## src/rtl/double_dabble_bcd2bin_if.sv

```systemverilog
// Handshake/bus bundle for the BCD-to-binary converter: operand request in, result out.
interface double_dabble_bcd2bin_if #(
    parameter int unsigned NUM_DIGITS = 3,
    parameter int unsigned WIDTH      = $clog2(10 ** NUM_DIGITS)
);
    logic             start;
    logic [3:0]       bcd [NUM_DIGITS];
    logic             busy;
    logic             done;
    logic [WIDTH-1:0] bin;
    logic             err;

    modport master (output start, bcd, input busy, done, bin, err);
    modport slave  (input start, bcd, output busy, done, bin, err);
endinterface

```

## src/rtl/double_dabble_bcd2bin.sv

```systemverilog
// Sequential BCD-to-binary converter (reverse double dabble): one SHIFT plus one ADJUST
// cycle per result bit, finishing with a single-cycle done pulse.
module double_dabble_bcd2bin #(
    parameter int unsigned NUM_DIGITS  = 3,
    parameter int unsigned WIDTH       = $clog2(10 ** NUM_DIGITS),
    parameter bit          CHECK_PARAM = 1'b1
) (
    input  logic                    clk,
    input  logic                    rst_n,
    double_dabble_bcd2bin_if.slave  bus
);
    localparam int unsigned CNT_W = (WIDTH > 1) ? $clog2(WIDTH) : 1;

    if (CHECK_PARAM && (NUM_DIGITS == 0 || NUM_DIGITS > 9 ||
                        WIDTH < $clog2(10 ** NUM_DIGITS))) begin : g_param_bad
        $fatal(1, "double_dabble_bcd2bin: illegal NUM_DIGITS/WIDTH combination");
    end

    typedef enum logic [1:0] {IDLE, SHIFT, ADJUST} state_e;

    state_e             state_q, state_d;
    logic [3:0]         bcd_q [NUM_DIGITS];
    logic [3:0]         bcd_d [NUM_DIGITS];
    logic [WIDTH-1:0]   acc_q, acc_d;
    logic [CNT_W-1:0]   cnt_q, cnt_d;
    logic               inv_q, inv_d;
    logic               busy_q, busy_d;
    logic               done_q, done_d;
    logic [WIDTH-1:0]   bin_q, bin_d;
    logic               err_q, err_d;
    logic               any_gt9;
    logic               last_iter;
    logic               rem_nz;

    always_comb begin
        any_gt9 = 1'b0;
        rem_nz  = 1'b0;
        for (int unsigned i = 0; i < NUM_DIGITS; i++) begin
            any_gt9 = any_gt9 | (bus.bcd[i] > 4'd9);
            rem_nz  = rem_nz  | (bcd_d[i] != 4'd0);
        end
    end

    assign last_iter = (cnt_q == CNT_W'(WIDTH - 1));

    always_comb begin
        state_d = state_q;
        bcd_d   = bcd_q;
        acc_d   = acc_q;
        cnt_d   = cnt_q;
        inv_d   = inv_q;
        done_d  = 1'b0;
        bin_d   = bin_q;
        err_d   = err_q;
        unique case (state_q)
            IDLE: begin
                if (bus.start) begin
                    bcd_d   = bus.bcd;
                    acc_d   = '0;
                    cnt_d   = '0;
                    inv_d   = any_gt9;
                    state_d = SHIFT;
                end
            end
            SHIFT: begin
                // Whole {digits, acc} chain moves right by one; zero enters the top digit.
                acc_d = {bcd_q[0][0], acc_q[WIDTH-1:1]};
                for (int unsigned i = 0; i < NUM_DIGITS; i++) begin
                    bcd_d[i] = {1'b0, bcd_q[i][3:1]};
                end
                for (int unsigned i = 0; i + 1 < NUM_DIGITS; i++) begin
                    bcd_d[i][3] = bcd_q[i+1][0];
                end
                state_d = ADJUST;
            end
            ADJUST: begin
                for (int unsigned i = 0; i < NUM_DIGITS; i++) begin
                    if (bcd_q[i] >= 4'd8) bcd_d[i] = bcd_q[i] - 4'd3;
                end
                if (last_iter) begin
                    state_d = IDLE;
                    done_d  = 1'b1;
                    err_d   = inv_q;
                    bin_d   = inv_q ? '0 : acc_q;
                end else begin
                    cnt_d   = cnt_q + CNT_W'(1);
                    state_d = SHIFT;
                end
            end
            default: state_d = IDLE;
        endcase
        busy_d = (state_d != IDLE);
    end

    // Control and visible outputs: cleared immediately on reset.
    always_ff @(posedge clk or negedge rst_n) begin
        if (!rst_n) begin
            state_q <= IDLE;
            busy_q  <= 1'b0;
            done_q  <= 1'b0;
            bin_q   <= '0;
            err_q   <= 1'b0;
        end else begin
            state_q <= state_d;
            busy_q  <= busy_d;
            done_q  <= done_d;
            bin_q   <= bin_d;
            err_q   <= err_d;
        end
    end

    // Datapath working registers are always loaded before use, so they carry no reset.
    always_ff @(posedge clk) begin
        bcd_q <= bcd_d;
        acc_q <= acc_d;
        cnt_q <= cnt_d;
        inv_q <= inv_d;
    end

`ifndef SYNTHESIS
    always_ff @(posedge clk) begin
        if (rst_n && state_q == ADJUST && last_iter && !inv_q) begin
            assert (!rem_nz) else $error("double_dabble_bcd2bin: residual BCD digits nonzero");
        end
    end
`endif

    assign bus.busy = busy_q;
    assign bus.done = done_q;
    assign bus.bin  = bin_q;
    assign bus.err  = err_q;
endmodule

```

## src/flat_wrapper.sv

```systemverilog
// flat-port wrapper written by rule: the top's interface ports become plain ports
module double_dabble_bcd2bin_flat 
#(
    parameter int unsigned NUM_DIGITS  = 3,
    parameter int unsigned WIDTH       = $clog2(10 ** NUM_DIGITS),
    parameter bit          CHECK_PARAM = 1'b1
)
  (clk, rst_n, bus_start, bus_bcd, bus_busy, bus_done, bus_bin, bus_err);
  double_dabble_bcd2bin_if #(.NUM_DIGITS(NUM_DIGITS), .WIDTH(WIDTH)) bus_i ();
  input  logic clk;
  input  logic rst_n;
  input wire logic [$bits(bus_i.start)-1:0] bus_start;
  input wire logic [$bits(bus_i.bcd)-1:0] bus_bcd;
  output wire logic [$bits(bus_i.busy)-1:0] bus_busy;
  output wire logic [$bits(bus_i.done)-1:0] bus_done;
  output wire logic [$bits(bus_i.bin)-1:0] bus_bin;
  output wire logic [$bits(bus_i.err)-1:0] bus_err;
  assign bus_i.start = bus_start;
  assign bus_i.bcd = {>>{bus_bcd}};
  assign bus_busy = bus_i.busy;
  assign bus_done = bus_i.done;
  assign bus_bin = bus_i.bin;
  assign bus_err = bus_i.err;
  double_dabble_bcd2bin #(.NUM_DIGITS(NUM_DIGITS), .WIDTH(WIDTH), .CHECK_PARAM(CHECK_PARAM)) u_core (.clk(clk), .rst_n(rst_n), .bus(bus_i));
endmodule
```

## config.mk

```make
export PLATFORM = sky130hd
export DESIGN_NAME = double_dabble_bcd2bin_flat
export DESIGN_NICKNAME = d
export VERILOG_FILES = /design/src/rtl/double_dabble_bcd2bin_if.sv /design/src/rtl/double_dabble_bcd2bin.sv /design/src/flat_wrapper.sv
export SDC_FILE = /design/constraint.sdc
export NUM_CORES = 1
export LEC_CHECK = 0
export CORE_MARGIN = 2
export CORE_UTILIZATION = 45
export DETAILED_ROUTE_END_ITERATION = 8
export GPL_ROUTABILITY_DRIVEN = 0
export GPL_TIMING_DRIVEN = 0
export HOLD_SLACK_MARGIN = 0.06
export PLACE_DENSITY = 0.67
export SLEW_MARGIN = 40
export SYNTH_ARGS = -nofsm -noshare
export SYNTH_HDL_FRONTEND = slang
export SYNTH_SLANG_ARGS = --single-unit
```

## constraint.sdc

```tcl
create_clock -name clk -period 2.23 [get_ports clk]
set_input_delay 0.446 -clock clk [delete_from_list [all_inputs] [get_ports clk]]
set_output_delay 0.446 -clock clk [all_outputs]
set_load 0.1 [all_outputs]
```

==> results.md, run 1 <==
* Fin cells at 280
* Most common cell in the synthesized netlist: edfxtp_1
* Rows at 24
* CP Cell Sequence: inv_1 > ha_1 > buf_4 > buf_6 > a21oi_1
* Layout cells sized above 1 at 13.6%
* Largest family of logic cells by synthesized area: simple AND/OR/NAND/NOR gates
* Num Clock Sinks at 42
* H-tree depth at 2
* Post-DP HPWL at 2.74 mm
* RSZ-0062 raised after global routing: no
* Post-cts hold buffer count at 0
* Number of port buffers at 27
* CP max-delay cell: dfrtp_1
* Fill count at 426
* Initial antenna violation count at 0
* CP Class: reg2reg
* Critical Path RT at 2.18 ns
* Sequential area share after synthesis at 55.9%
* DR DRC count at 0
* Highest Signal Layer: met4
* Core Region at 0.00444 sq mm
* Met1 WL at 1.83 mm
* Final ANT Viol Nets at 0
* Status: complete, no violations
* Place WS at 0.138 ns
* Synth top cells by count: edfxtp_1 (27), inv_1 (19), a21oi_1 (16), o21ai_0 (16), dfrtp_1 (15)
* Routed WL at 3.69 mm
* Hold Path Class: reg2reg
* Final Skew at 0.00590 ns
* Starting Density at 47.8%
* Yosys warns at 0
* Cts bufs inserted at 5
* Post-DR vias/cell at 5.07
* Tmin final at 1.87 ns
* Worst-margin pin slew at 0.670 ns
* Clock Tree Buf Depth at 2
* Initial DRC count at 63
* Fmax at 535 MHz
* Top cell type's share of synthesized area at 38.2%
* First-pass GRT wire length at 6.29 mm
* Total length of routed met3 wires at 141 um
* Final hold vios at 0
* Top FF cell, synth: edfxtp_1
* Post-synth EDFFs at 27
* XOR/XNOR share of the synthesized area at 3.30%
* Area Overhead vs Synth at 18.1%
* Slew headroom at 55.2%
* Nets@finish at 254
* Post-synth design cell area at 0.00212 sq mm
* I/O pin cnt at 28
* Drt first pass iters at 4
* Clock Latency Late Sink at 0.29 ns
* Max-slew violations at 0
* Max-cap violations at 0
* Met2 wire len at 1.68 mm
* Largest net degree at the start of global routing at 16
* Post-route clock period utilization at 83.8%
* CP Max Fanout at 10
* Critical Path End Type: flop
* Cts repair resizes at 0
* TritonCTS clock tree: built
* Synth Area in Simple Gates at 14.8%
* Vias at 1420
* CP Launch Type: flop
* Netlist cell types at 30
* Post-Synthesis Cells at 193
* Final worst slack at 0.360 ns
* Mean Syn Cell Area at 11.0 sq um
* Die X at 72.7 um
* Drt wl/cell at 13.2 um
* Final setup violation count at 0
* FF-to-FF setup slack at 0.36 ns
* Fin util at 56.4%
* Mux contribution to synthesized area at 0.530%
* CTS root buf: clkbuf_8
* Die Area at 0.00528 sq mm
* Chip height at 72.7 um
* GRT Util Overall at 15.5%
* Adder-Cell Fraction of Synth Area at 7.07%
* # Post-CTS Setup Buffers at 0
* Compound-Gate Fraction of Synth Area at 12.6%
* Vias in the first global route at 1360
* Arr. time, crit path at 1.81 ns
* Worst-path clk slew at 0.08 ns
* CP max stage delay at 0.42 ns
* Post-synth ARST share at 35.7%
* Post-placement cell count at 272
* Register bit total from synthesis at 42
* Diode count at 0
* Synth area leaders: edfxtp_1 (38%), dfrtp_1 (18%), ha_1 (7.1%)
* Yosys top cell by area: edfxtp_1
* Mapped Nets at 220
* Global route total overflow at 0
-- kinds of logic after synthesis --
group,Yosys count
simple gates,56
compound gates,46
flops,42
buf+inv,28
fa+ha+maj,12
xor+xnor,8
mux,1
-- final timing paths --
check / to / cells past startpoint / startpoint
min in group asynchronous: u_core.bus.bin[1] / 1 / rst_n
max in group asynchronous: u_core.state_q[1] / 1 / rst_n
min: u_core.bus.bin[0] / 2 / u_core.bus.bin[0]
max reg2reg: u_core.bcd_q[11] / 5 / u_core.state_q[0]
min reg2reg: u_core.bus.bin[0] / 2 / u_core.bus.bin[0]
max: u_core.bcd_q[11] / 5 / u_core.state_q[0]
-- metal layers --
metal / up-vias / track usage [%]
met1: 659 / 21.9
met4: 0 / 4.32
met3: 6 / 4.14
met5: - / 0
met2: 28 / 23.7
li1: 727 / -
-- flip-flops by register name, summed over array words and instances (netlist names), 2 cells and up --
signal	flops
u_core.cnt_q	4
u_core.state_q	2
u_core.acc_q	10
u_core.bus.bin	10
u_core.bcd_q	12
-- through the flow --
stage | TNS, ns | hold slack, ns | instance area [sq um]
2_1_floorplan | 0 | 0.150 | 2120
3_3_place_gp | -2.04 | 0.464 | 2460
3_5_place_dp | 0 | 0.468 | 2390
4_1_cts | 0 | 0.486 | 2500
5_1_grt | 0 | 0.498 | 2510
6_report | 0 | 0.478 | 2510
-- layout by cell type (no fill, tap or decap), types with 2 or more instances in the layout --
cell type and count:
clkbuf_8 6, nor2b_1 2, o221ai_1 2, ha_1 12
o21ai_0 15, o21ai_2 2, clkdlybuf4s50_1 14, xnor2_1 7
nand3b_1 2, edfxtp_1 27, and2_1 11, clkbuf_1 2
dfrtp_1 15, nand3_1 4, inv_1 19, a22oi_1 9
nand2b_1 11, nor2_1 11, a21oi_1 16, buf_2 17
nand2_1 12
-- critical path, delay by kind of cell, from the launching register on --
kind | cells | cell delay [ns]
AOI/OAI and AO/OA | 1 | 0.41
adders and majority gates | 1 | 0.25
buffers and inverters | 3 | 0.44
DFF | 1 | 0.42
-- cell type report --
cell class / count / area, sq um / share of cell area, %
buffer: 9 / 51.3 / 2.04
clock buffer: 8 / 111 / 4.44
inverter: 19 / 71.3 / 2.84
multi-input combinational: 123 / 818 / 32.6
sequential: 42 / 1190 / 47.3
tap: 52 / 65.1 / 2.59
timing repair buffer: 27 / 205 / 8.18
Power of run 1 is not shown: default switching activity piles up to over one toggle a cycle in this logic, so the estimate is an artifact.
==> run 2: changes to the inputs <==
PLACE_DENSITY = 0.7   (was 0.67)
clock period = 1.5 ns   (was 2.23 ns; I/O delays follow)
==> run 2 against run 1 <==
  * Routed wire length grew 9.9%
  * Register-to-register slack lost 0.35 ns
  * Global-route usage grew 0.55 points
  * Hold slack lost 0.095 ns
  * Critical endpoint is now u_core.bcd_q[9]
==> results.md, run 2 (synthesis gave the netlist of run 1 again) <==
* Final Skew at 0.0133 ns (was 0.00590 ns)
* Worst-path clk slew at 0.09 ns (was 0.08 ns)
* Drt first pass iters at 4 (unchanged)
* Routed WL at 4.06 mm (was 3.69 mm)
* GRT Util Overall at 16.1% (was 15.5%)
* Nets@finish at 262 (was 254)
* Die X at 72.7 um (unchanged)
* Slew headroom at 57.8% (was 55.2%)
* Critical Path RT at 1.50 ns (was 2.18 ns)
* CTS root buf: clkbuf_8 (unchanged)
* TritonCTS clock tree: built (unchanged)
* Cts bufs inserted at 5 (unchanged)
* Top cell family by delay on the critical path: flip-flops (was buffers and inverters)
* Global route total overflow at 0 (unchanged)
* Fmax at 670 MHz (was 535 MHz)
* Die Area at 0.00528 sq mm (unchanged)
* Number of port buffers at 27 (unchanged)
* Dpl cell area at 0.00241 sq mm (was 0.00239 sq mm)
* Stages on the worst setup path at 5 (unchanged)
* CP Class: reg2reg (unchanged)
* Initial DRC count at 95 (was 63)
* First-pass GRT wire length at 6.44 mm (was 6.29 mm)
* Layout cells sized above 1 at 25.4% (was 13.6%)
* Final setup violation count at 0 (unchanged)
* H-tree depth at 2 (unchanged)
* Diode count at 0 (unchanged)
* CP Launch Type: flop (unchanged)
* CP Cell Sequence: inv_2 > ha_4 > buf_12 > buf_12 > a21oi_4 (was inv_1 > ha_1 > buf_4 > buf_6 > a21oi_1)
* Design Area, Final at 0.00280 sq mm (was 0.00251 sq mm)
* Initial antenna violation count at 0 (unchanged)
* Commonest non-fill, non-tap cell in the layout: edfxtp_1 (unchanged)
* Chip height at 72.7 um (unchanged)
* Area Overhead vs Synth at 31.9% (was 18.1%)
* Most frequent CP cell: buf_12
* Starting Density at 47.8% (unchanged)
* Num Clock Sinks at 42 (unchanged)
* Vias at 1471 (was 1420)
* Worst reg2reg path depth at 5 (unchanged)
* Worst-margin pin slew at 0.632 ns (was 0.670 ns)
* Vias in the first global route at 1363 (was 1360)
* Hold Path Class: in2async (was reg2reg)
* Arr. time, crit path at 1.49 ns (was 1.81 ns)
* Max-cap violations at 0 (unchanged)
* Drt wl/cell at 14.1 um (was 13.2 um)
* Clock Latency Late Sink at 0.30 ns (was 0.29 ns)
* Post-DR vias/cell at 5.11 (was 5.07)
* Core Region at 0.00444 sq mm (unchanged)
* Largest register by flop count: u_core.bcd_q (unchanged)
* Post-DP HPWL at 2.67 mm (was 2.74 mm)
* Critical Path End Type: flop (unchanged)
* Most frequent cells in the layout: edfxtp_1 (27), inv_1 (16), o21ai_0 (15), buf_2 (15) (was edfxtp_1 (27), inv_1 (19), buf_2 (17), a21oi_1 (16))
* Max-slew violations at 0 (unchanged)
* Largest net degree at the start of global routing at 16 (unchanged)
* Worst Path Buf+Inv at 3 (unchanged)
* Final hold vios at 0 (unchanged)
* Post-route clock period utilization at 99.5% (was 83.8%)
* Status: complete, no violations (unchanged)
* Largest register FFs at 12 (unchanged)
* Post-cts hold buffer count at 0 (unchanged)
* CP Max Fanout at 6 (was 10)
* DR DRC count at 0 (unchanged)
* Final ANT Viol Nets at 0 (unchanged)
* I/O pin cnt at 28 (unchanged)
* Rows at 24 (unchanged)
* CP max-delay cell: dfrtp_1 (unchanged)
* CP max stage delay at 0.42 ns (about the same)
* Clock Tree Buf Depth at 2 (unchanged)
* RSZ-0062 raised after global routing: yes (was no)
* Tmin final at 1.49 ns (was 1.87 ns)
[run 2: routing by layer]
layer	vias up	global-route usage [%]	share of wire, %
li1	749	-	-
met1	679	20.7	45
met2	36	26.4	49
met3	7	4.28	4.2
met4	0	5.56	1.5
met5	-	0	0
[run 2: area by class of cell]
class	count	area, sq um
fillers	347	1640
flip-flops and latches	42	1190
multi-input cells	123	950
repair buffers	35	310
clock buffers	7	119
plain buffers	9	83.8
inverters	19	76.3
well taps	52	65.1
clock inverters	1	8.76
[run 2: repair_timing]
action | 4_1_cts | 5_1_grt
setup buffers | 3 | 2
gates resized for setup | 22 | 14
cloned | 1 | 2
pin swaps | 2 | 4
setup endpoints to repair | 43 | 39
[run 2: worst register-to-register path, cell delays in order (launching register included)]
cell,delay [ns]
dfrtp_1,0.42
inv_2,0.10
ha_4,0.20
buf_12,0.14
buf_12,0.13
a21oi_4,0.21
[run 2: final timing paths]
path / startpoint / end / slack (ns)
worst max-delay path: u_core.state_q[0] / u_core.bcd_q[9] / 0.008
worst min register to register: u_core.bus.bin[0] / u_core.bus.bin[0] / 0.48
worst min-delay path: rst_n / u_core.bus.bin[2] / 0.38
min in group clk: u_core.bus.bin[0] / u_core.bus.bin[0] / 0.48
worst max register to register: u_core.state_q[0] / u_core.bcd_q[9] / 0.008
max in group asynchronous: rst_n / u_core.state_q[1] / 0.66
[run 2: metrics by stage]
step / setup WS [ns] / cells / TNS (ns) / hold WS (ns) / utilization [%]
2_1_floorplan: -0.0914 / 193 / -0.752 / 0.00441 / -
3_3_place_gp: -0.295 / 272 / -9.73 / 0.462 / 55.8
3_5_place_dp: -0.313 / 272 / -7.28 / 0.466 / 54.3
4_1_cts: 0.00316 / 284 / 0 / 0.400 / 60.2
5_1_grt: -0.0341 / 288 / -0.648 / 0.453 / 63.0
6_report: 0.00815 / 288 / 0 / 0.384 / 63.0
Power of run 2 is left out for the same reason.
==> run 3: changes to the inputs <==
HOLD_SLACK_MARGIN = 0.02   (was 0.06)
PLACE_DENSITY = 0.72   (was 0.7)
==> run 3 against run 2 <==
  * Die area unchanged
  * Clock skew decreased by 0.0026 ns
  * Global-route usage decreased by 0.19 points
  * First-iteration DRC count decreased by 24%
  * Critical path depth increased by 1
  * Critical path type unchanged
  * Critical endpoint is now u_core.acc_q[4]
==> results.md, run 3 (synthesis gave the netlist of run 1 again) <==
* Status: complete, no violations (unchanged)
* Diode count at 0 (unchanged)
* CP Cell Sequence: buf_4 > ha_4 > buf_8 > inv_6 > o21ai_4 > buf_12 (was inv_2 > ha_4 > buf_12 > buf_12 > a21oi_4)
* CTS root buf: clkbuf_8 (unchanged)
* Clock Tree Buf Depth at 2 (unchanged)
* Chip height at 72.7 um (unchanged)
* Worst Path Buf+Inv at 4 (was 3)
* Final hold vios at 0 (unchanged)
* Crit path from: u_core.state_q[0] (unchanged)
* Max-slew violations at 0 (unchanged)
* Worst-path clk slew at 0.09 ns (about the same)
* GRT Util Overall at 15.9% (was 16.1%)
* Place WS at -0.332 ns (was -0.313 ns)
* R2R Path Start: u_core.state_q[0] (unchanged)
* CP Launch Type: flop (unchanged)
* Final worst slack at 0.0179 ns (was 0.00815 ns)
* Final ANT Viol Nets at 0 (unchanged)
* Slew headroom at 58.0% (was 57.8%)
* Worst reg2reg path depth at 6 (was 5)
* CP Max Fanout at 10 (was 6)
* CP max stage delay at 0.40 ns (was 0.42 ns)
* Top cell family by delay on the critical path: buffers and inverters (was flip-flops)
* Initial antenna violation count at 0 (unchanged)
* Rows at 24 (unchanged)
* Number of port buffers at 27 (unchanged)
* Max-cap violations at 0 (unchanged)
* Post-DR vias/cell at 5.17 (was 5.11)
* Drt wl/cell at 14.1 um (about the same)
* Area Overhead vs Synth at 26.7% (was 31.9%)
* Final setup violation count at 0 (unchanged)
* Die Area at 0.00528 sq mm (unchanged)
* Hold Path Class: in2async (unchanged)
* CP max-delay cell: dfrtp_1 (unchanged)
* Clock Latency Late Sink at 0.30 ns (about the same)
* Critical Path RT at 1.52 ns (was 1.50 ns)
* Commonest non-fill, non-tap cell in the layout: edfxtp_1 (unchanged)
* Stages on the worst setup path at 6 (was 5)
* Largest register FFs at 12 (unchanged)
* Final Skew at 0.0107 ns (was 0.0133 ns)
* Core Region at 0.00444 sq mm (unchanged)
* RSZ-0062 raised after global routing: yes (unchanged)
* DR DRC count at 0 (unchanged)
* Cts bufs inserted at 5 (unchanged)
* Die X at 72.7 um (unchanged)
* Routed WL at 4.01 mm (was 4.06 mm)
* Layout cells sized above 1 at 23.2% (was 25.4%)
* Post-DP HPWL at 2.67 mm (about the same)
* Arr. time, crit path at 1.50 ns (was 1.49 ns)
* Num Clock Sinks at 42 (unchanged)
* CP Class: reg2reg (unchanged)
* Fmax at 675 MHz (was 670 MHz)
* First-pass GRT wire length at 6.53 mm (was 6.44 mm)
* Largest net degree at the start of global routing at 16 (unchanged)
* Global route total overflow at 0 (unchanged)
* Post-route clock period utilization at 98.8% (was 99.5%)
* TritonCTS clock tree: built (unchanged)
* Critical Path End Type: flop (unchanged)
* Terminus of the critical flop-to-flop path: u_core.acc_q[4] (was u_core.bcd_q[9])
* Critical Path Sink: u_core.acc_q[4] (was u_core.bcd_q[9])
* Vias in the first global route at 1431 (was 1363)
* I/O pin cnt at 28 (unchanged)
* FF-to-FF setup slack at 0.02 ns (was 0.008 ns)
* H-tree depth at 2 (unchanged)
* Largest register by flop count: u_core.bcd_q (unchanged)
* Nets@finish at 259 (was 262)
* Vias at 1473 (was 1471)
* Worst-margin pin slew at 0.628 ns (was 0.632 ns)
* Initial DRC count at 72 (was 95)
* Tmin final at 1.48 ns (was 1.49 ns)
* Starting Density at 47.8% (unchanged)
* Most frequent cells in the layout: edfxtp_1 (27), inv_1 (16), buf_2 (15), o21ai_0 (15) (was edfxtp_1 (27), inv_1 (16), o21ai_0 (15), buf_2 (15))
* Drt first pass iters at 4 (unchanged)
==> run 3: changes by cell type in the layout (fill, tap and decap cells not counted), moves of 2 or more <==
cell       before  now
clkbuf_16       4    0
buf_8           0    2
inv_6           0    2
buf_12          3    1
==> run 3: layout make-up <==
cell class	instances	area, sq um
clock buffer	5	68.8
timing repair buffer	32	255
multi-input combinational	123	941
tap	52	65.1
fill	385	1750
clock inverter	3	23.8
buffer	9	72.6
inverter	19	76.3
sequential	42	1190
==> run 3: how the worst min path moves through the flow <==
stage | end | depth (start not counted) | from | slack, ns
final | u_core.bus.bin[1] | 1 | rst_n | 0.38
after global routing | u_core.bus.bin[1] | 1 | rst_n | 0.45
after CTS | u_core.bus.bin[1] | 1 | rst_n | 0.40
after detailed placement | u_core.bus.bin[7] | 2 | u_core.bus.bin[7] | 0.47
after global placement | u_core.bus.bin[2] | 2 | u_core.bus.bin[2] | 0.46
after floorplan | u_core.bus.bin[0] | 0 | rst_n | 0.004
==> run 3: per-layer routing <==
layer	vias to the layer above	share of wire (%)	wire length (um)	global-route usage (%)
met2	41	49	1980	26.8
met3	7	4.0	160	3.31
met1	688	45	1820	20.2
met4	0	1.1	46	5.97
met5	-	0	0	0
li1	737	-	-	-
==> run 3: worst register-to-register path: cells and delay by family (launching register included) <==
family                   cells  cell delay, ns
flip-flops                   1            0.40
adder cells (fa/ha/maj)      1            0.17
AO/OA/AOI/OAI                1            0.13
buffers and inverters        4            0.51
==> run 3: through the flow <==
stage | hold slack [ns] | area (sq um) | cells | utilization (%) | TNS (ns)
after floorplan | 0.00441 | 2140 | 193 | - | -0.752
after global placement | 0.463 | 2480 | 272 | 55.8 | -9.60
after detailed placement | 0.466 | 2410 | 272 | 54.3 | -6.84
after CTS | 0.402 | 2620 | 282 | 59.0 | 0
after global routing | 0.453 | 2690 | 285 | 60.5 | -0.395
final | 0.384 | 2690 | 285 | 60.5 | 0
==> run 3: timing repair <==
action	in CTS	in global routing
pin swaps	2	1
hold buffers	0	0
cloned	0	0
resized for setup	22	10
hold endpoints to repair	0	0
setup buffers	2	3
setup endpoints to repair	43	39
Power of run 3 is left out for the same reason.
==> edit (settings of run 2) <==
`NUM_DIGITS` is set to 3 in 3 places; all go to 4.
--- a/src/rtl/double_dabble_bcd2bin_if.sv
+++ b/src/rtl/double_dabble_bcd2bin_if.sv
@@ -1,5 +1,5 @@
 // Handshake/bus bundle for the BCD-to-binary converter: operand request in, result out.
 interface double_dabble_bcd2bin_if #(
-    parameter int unsigned NUM_DIGITS = 3,
+    parameter int unsigned NUM_DIGITS = 4,
     parameter int unsigned WIDTH      = $clog2(10 ** NUM_DIGITS)
 );
--- a/src/rtl/double_dabble_bcd2bin.sv
+++ b/src/rtl/double_dabble_bcd2bin.sv
@@ -2,5 +2,5 @@
 // cycle per result bit, finishing with a single-cycle done pulse.
 module double_dabble_bcd2bin #(
-    parameter int unsigned NUM_DIGITS  = 3,
+    parameter int unsigned NUM_DIGITS  = 4,
     parameter int unsigned WIDTH       = $clog2(10 ** NUM_DIGITS),
     parameter bit          CHECK_PARAM = 1'b1
--- a/src/flat_wrapper.sv
+++ b/src/flat_wrapper.sv
@@ -2,5 +2,5 @@
 module double_dabble_bcd2bin_flat 
 #(
-    parameter int unsigned NUM_DIGITS  = 3,
+    parameter int unsigned NUM_DIGITS  = 4,
     parameter int unsigned WIDTH       = $clog2(10 ** NUM_DIGITS),
     parameter bit          CHECK_PARAM = 1'b1
Interface: changed (resized bus_bcd and bus_bin); port bits go from 28 to 36. No check against the original RTL was run, so the function may have changed too.
==> edit against run 2 <==
The flow now finishes with violations (negative setup slack). Worst setup slack got worse by 0.031 ns. Sequential cell count increased by 12. Highest routed layer unchanged. Global-route usage increased by 0.47 points. Largest cell class unchanged. Fmax decreased by 2.1%. Clock skew decreased by 0.0013 ns. Wire length increased by 28%. Area after synthesis increased by 25%. Design area increased by 21%.
Power is not shown: default switching activity piles up to over one toggle a cycle in this logic, so the estimate is an artifact.
==> edit: results (changes against run 2) <==
| Metric | Value |
|---|---|
| Outcome | `complete, but fails checks` |
| Violations in the final reports | `negative setup slack` |
| Number of gates given a new drive strength after cts | `34 (+55%)` |
| Met2 Use GR | `26.9% (+0.58 points)` |
| Total half-perimeter wirelength after legalization and detailed placement | `3620 um (+35%)` |
| Distinct cells, synth | `25 (-17%)` |
| First-pass GRT wire length | `8310 um (+29%)` |
| Total Nets Final | `333 (+27%)` |
| Max FFs per register | `16 (+4)` |
| Async set-reset flop share out of synthesis | `35.2% (-0.53 points)` |
| Slack of the critical path | `-0.0233 ns (-0.0314 ns)` |
| Clk_skew | `0.0120 ns (-0.00134 ns)` |
| Start point of the critical path | `u_core.state_q[1]$_DFF_PN0_` |
| Iteration-0 DRC Markers | `131 (+38%)` |
| Met3 Track Usage GR | `3.33% (-0.95 points)` |
| Share of synthesized area occupied by flip-flops and latches | `57.3% (+1.4 points)` |
| Critical Path Fanout Max | `14 (+8)` |
| Clock Pin Slew Worst Setup and Hold Paths | `0.11 ns (+0.02 ns)` |
| Actual slew at the worst max-slew pin | `0.490 ns (-0.142 ns)` |
| Average routed wire per standard cell | `13.8 um (-2.0%)` |
| Critical path's largest stage delay | `0.47 ns (+0.05 ns)` |
| Critical Path Slowest Stage Cell | `sky130_fd_sc_hd__dfrtp_2` |
| Worst setup path end | `u_core.acc_q[10]$_SDFFCE_PP0P_` |
| Final setup fails | `30 (+30)` |
| All-layer global routing usage | `16.6% (+0.47 points)` |
| Nets in the synthesized netlist | `281 (+28%)` |
| Number of synthesized flops with an enable pin | `35 (+30%)` |
| Total via count in the routed design | `1,907 (+30%)` |
| Amount of wire on met3 after detailed routing | `239 um (+40%)` |
| Wire length the detailed router placed on met1 | `2320 um (+27%)` |
| Final sum of negative setup slack | `-0.418 ns (-0.418 ns)` |
| Proportion of layout cells with a drive suffix above 1 | `22.9% (-2.5 points)` |
| Global routing usage on met1 | `22.0% (+1.3 points)` |
| Routed wire length on met2 | `2540 um (+27%)` |
| Largest net degree at the start of global routing | `20 (+4)` |
| Buffers inserted by post-CTS timing repair | `6 (+3)` |
==> edit: cell count changes in the layout (fill, tap and decap cells not counted), sizes merged, moves of 5 or more <==
cell / run 2 / this run
clkbuf: 12 / 6
edfxtp: 27 / 35
buf: 25 / 38
nand2b: 11 / 16
nand2: 12 / 18
inv: 19 / 25
a21oi: 16 / 21
==> edit: worst register-to-register path: stages (launching register included) <==
cell and delay (ns):
sky130_fd_sc_hd__dfrtp_2 0.47, sky130_fd_sc_hd__inv_2 0.10, sky130_fd_sc_hd__ha_2 0.28, sky130_fd_sc_hd__nand2_2 0.14
sky130_fd_sc_hd__o21ai_4 0.09, sky130_fd_sc_hd__buf_12 0.15
==> edit: cell families (layout without fill, tap and decap cells) <==
logic type	count (synthesis)	in the layout	share of synthesized area, %
compound gates	58	58	12.6
xor+xnor	10	10	3.29
fa+ha+maj	14	14	6.58
buf+inv	35	88	5.07
flops	54	54	57.3
mux	1	1	0.563
simple gates	76	76	14.6
==> edit: area by class of cell <==
cell class,count,area (sq um)
clock inverter,3,28.8
multi-input combinational,159,1130
inverter,23,88.8
timing repair buffer,45,348
clock buffer,5,68.8
sequential,54,1530
tap,75,93.8
fill,529,2430
buffer,12,97.6
==> edit: through the flow <==
| stage | worst slack (ns) | std cells | utilization [%] | cell area, sq um |
|---|---|---|---|---|
| floorplan | -0.0381 | 248 | - | 2690 |
| global placement | -0.366 | 358 | 53.9 | 3140 |
| detailed placement | -0.345 | 358 | 52.5 | 3050 |
| CTS | -0.00729 | 373 | 57.2 | 3330 |
| global route | -0.0855 | 376 | 58.2 | 3380 |
| finish | -0.0233 | 376 | 58.2 | 3380 |
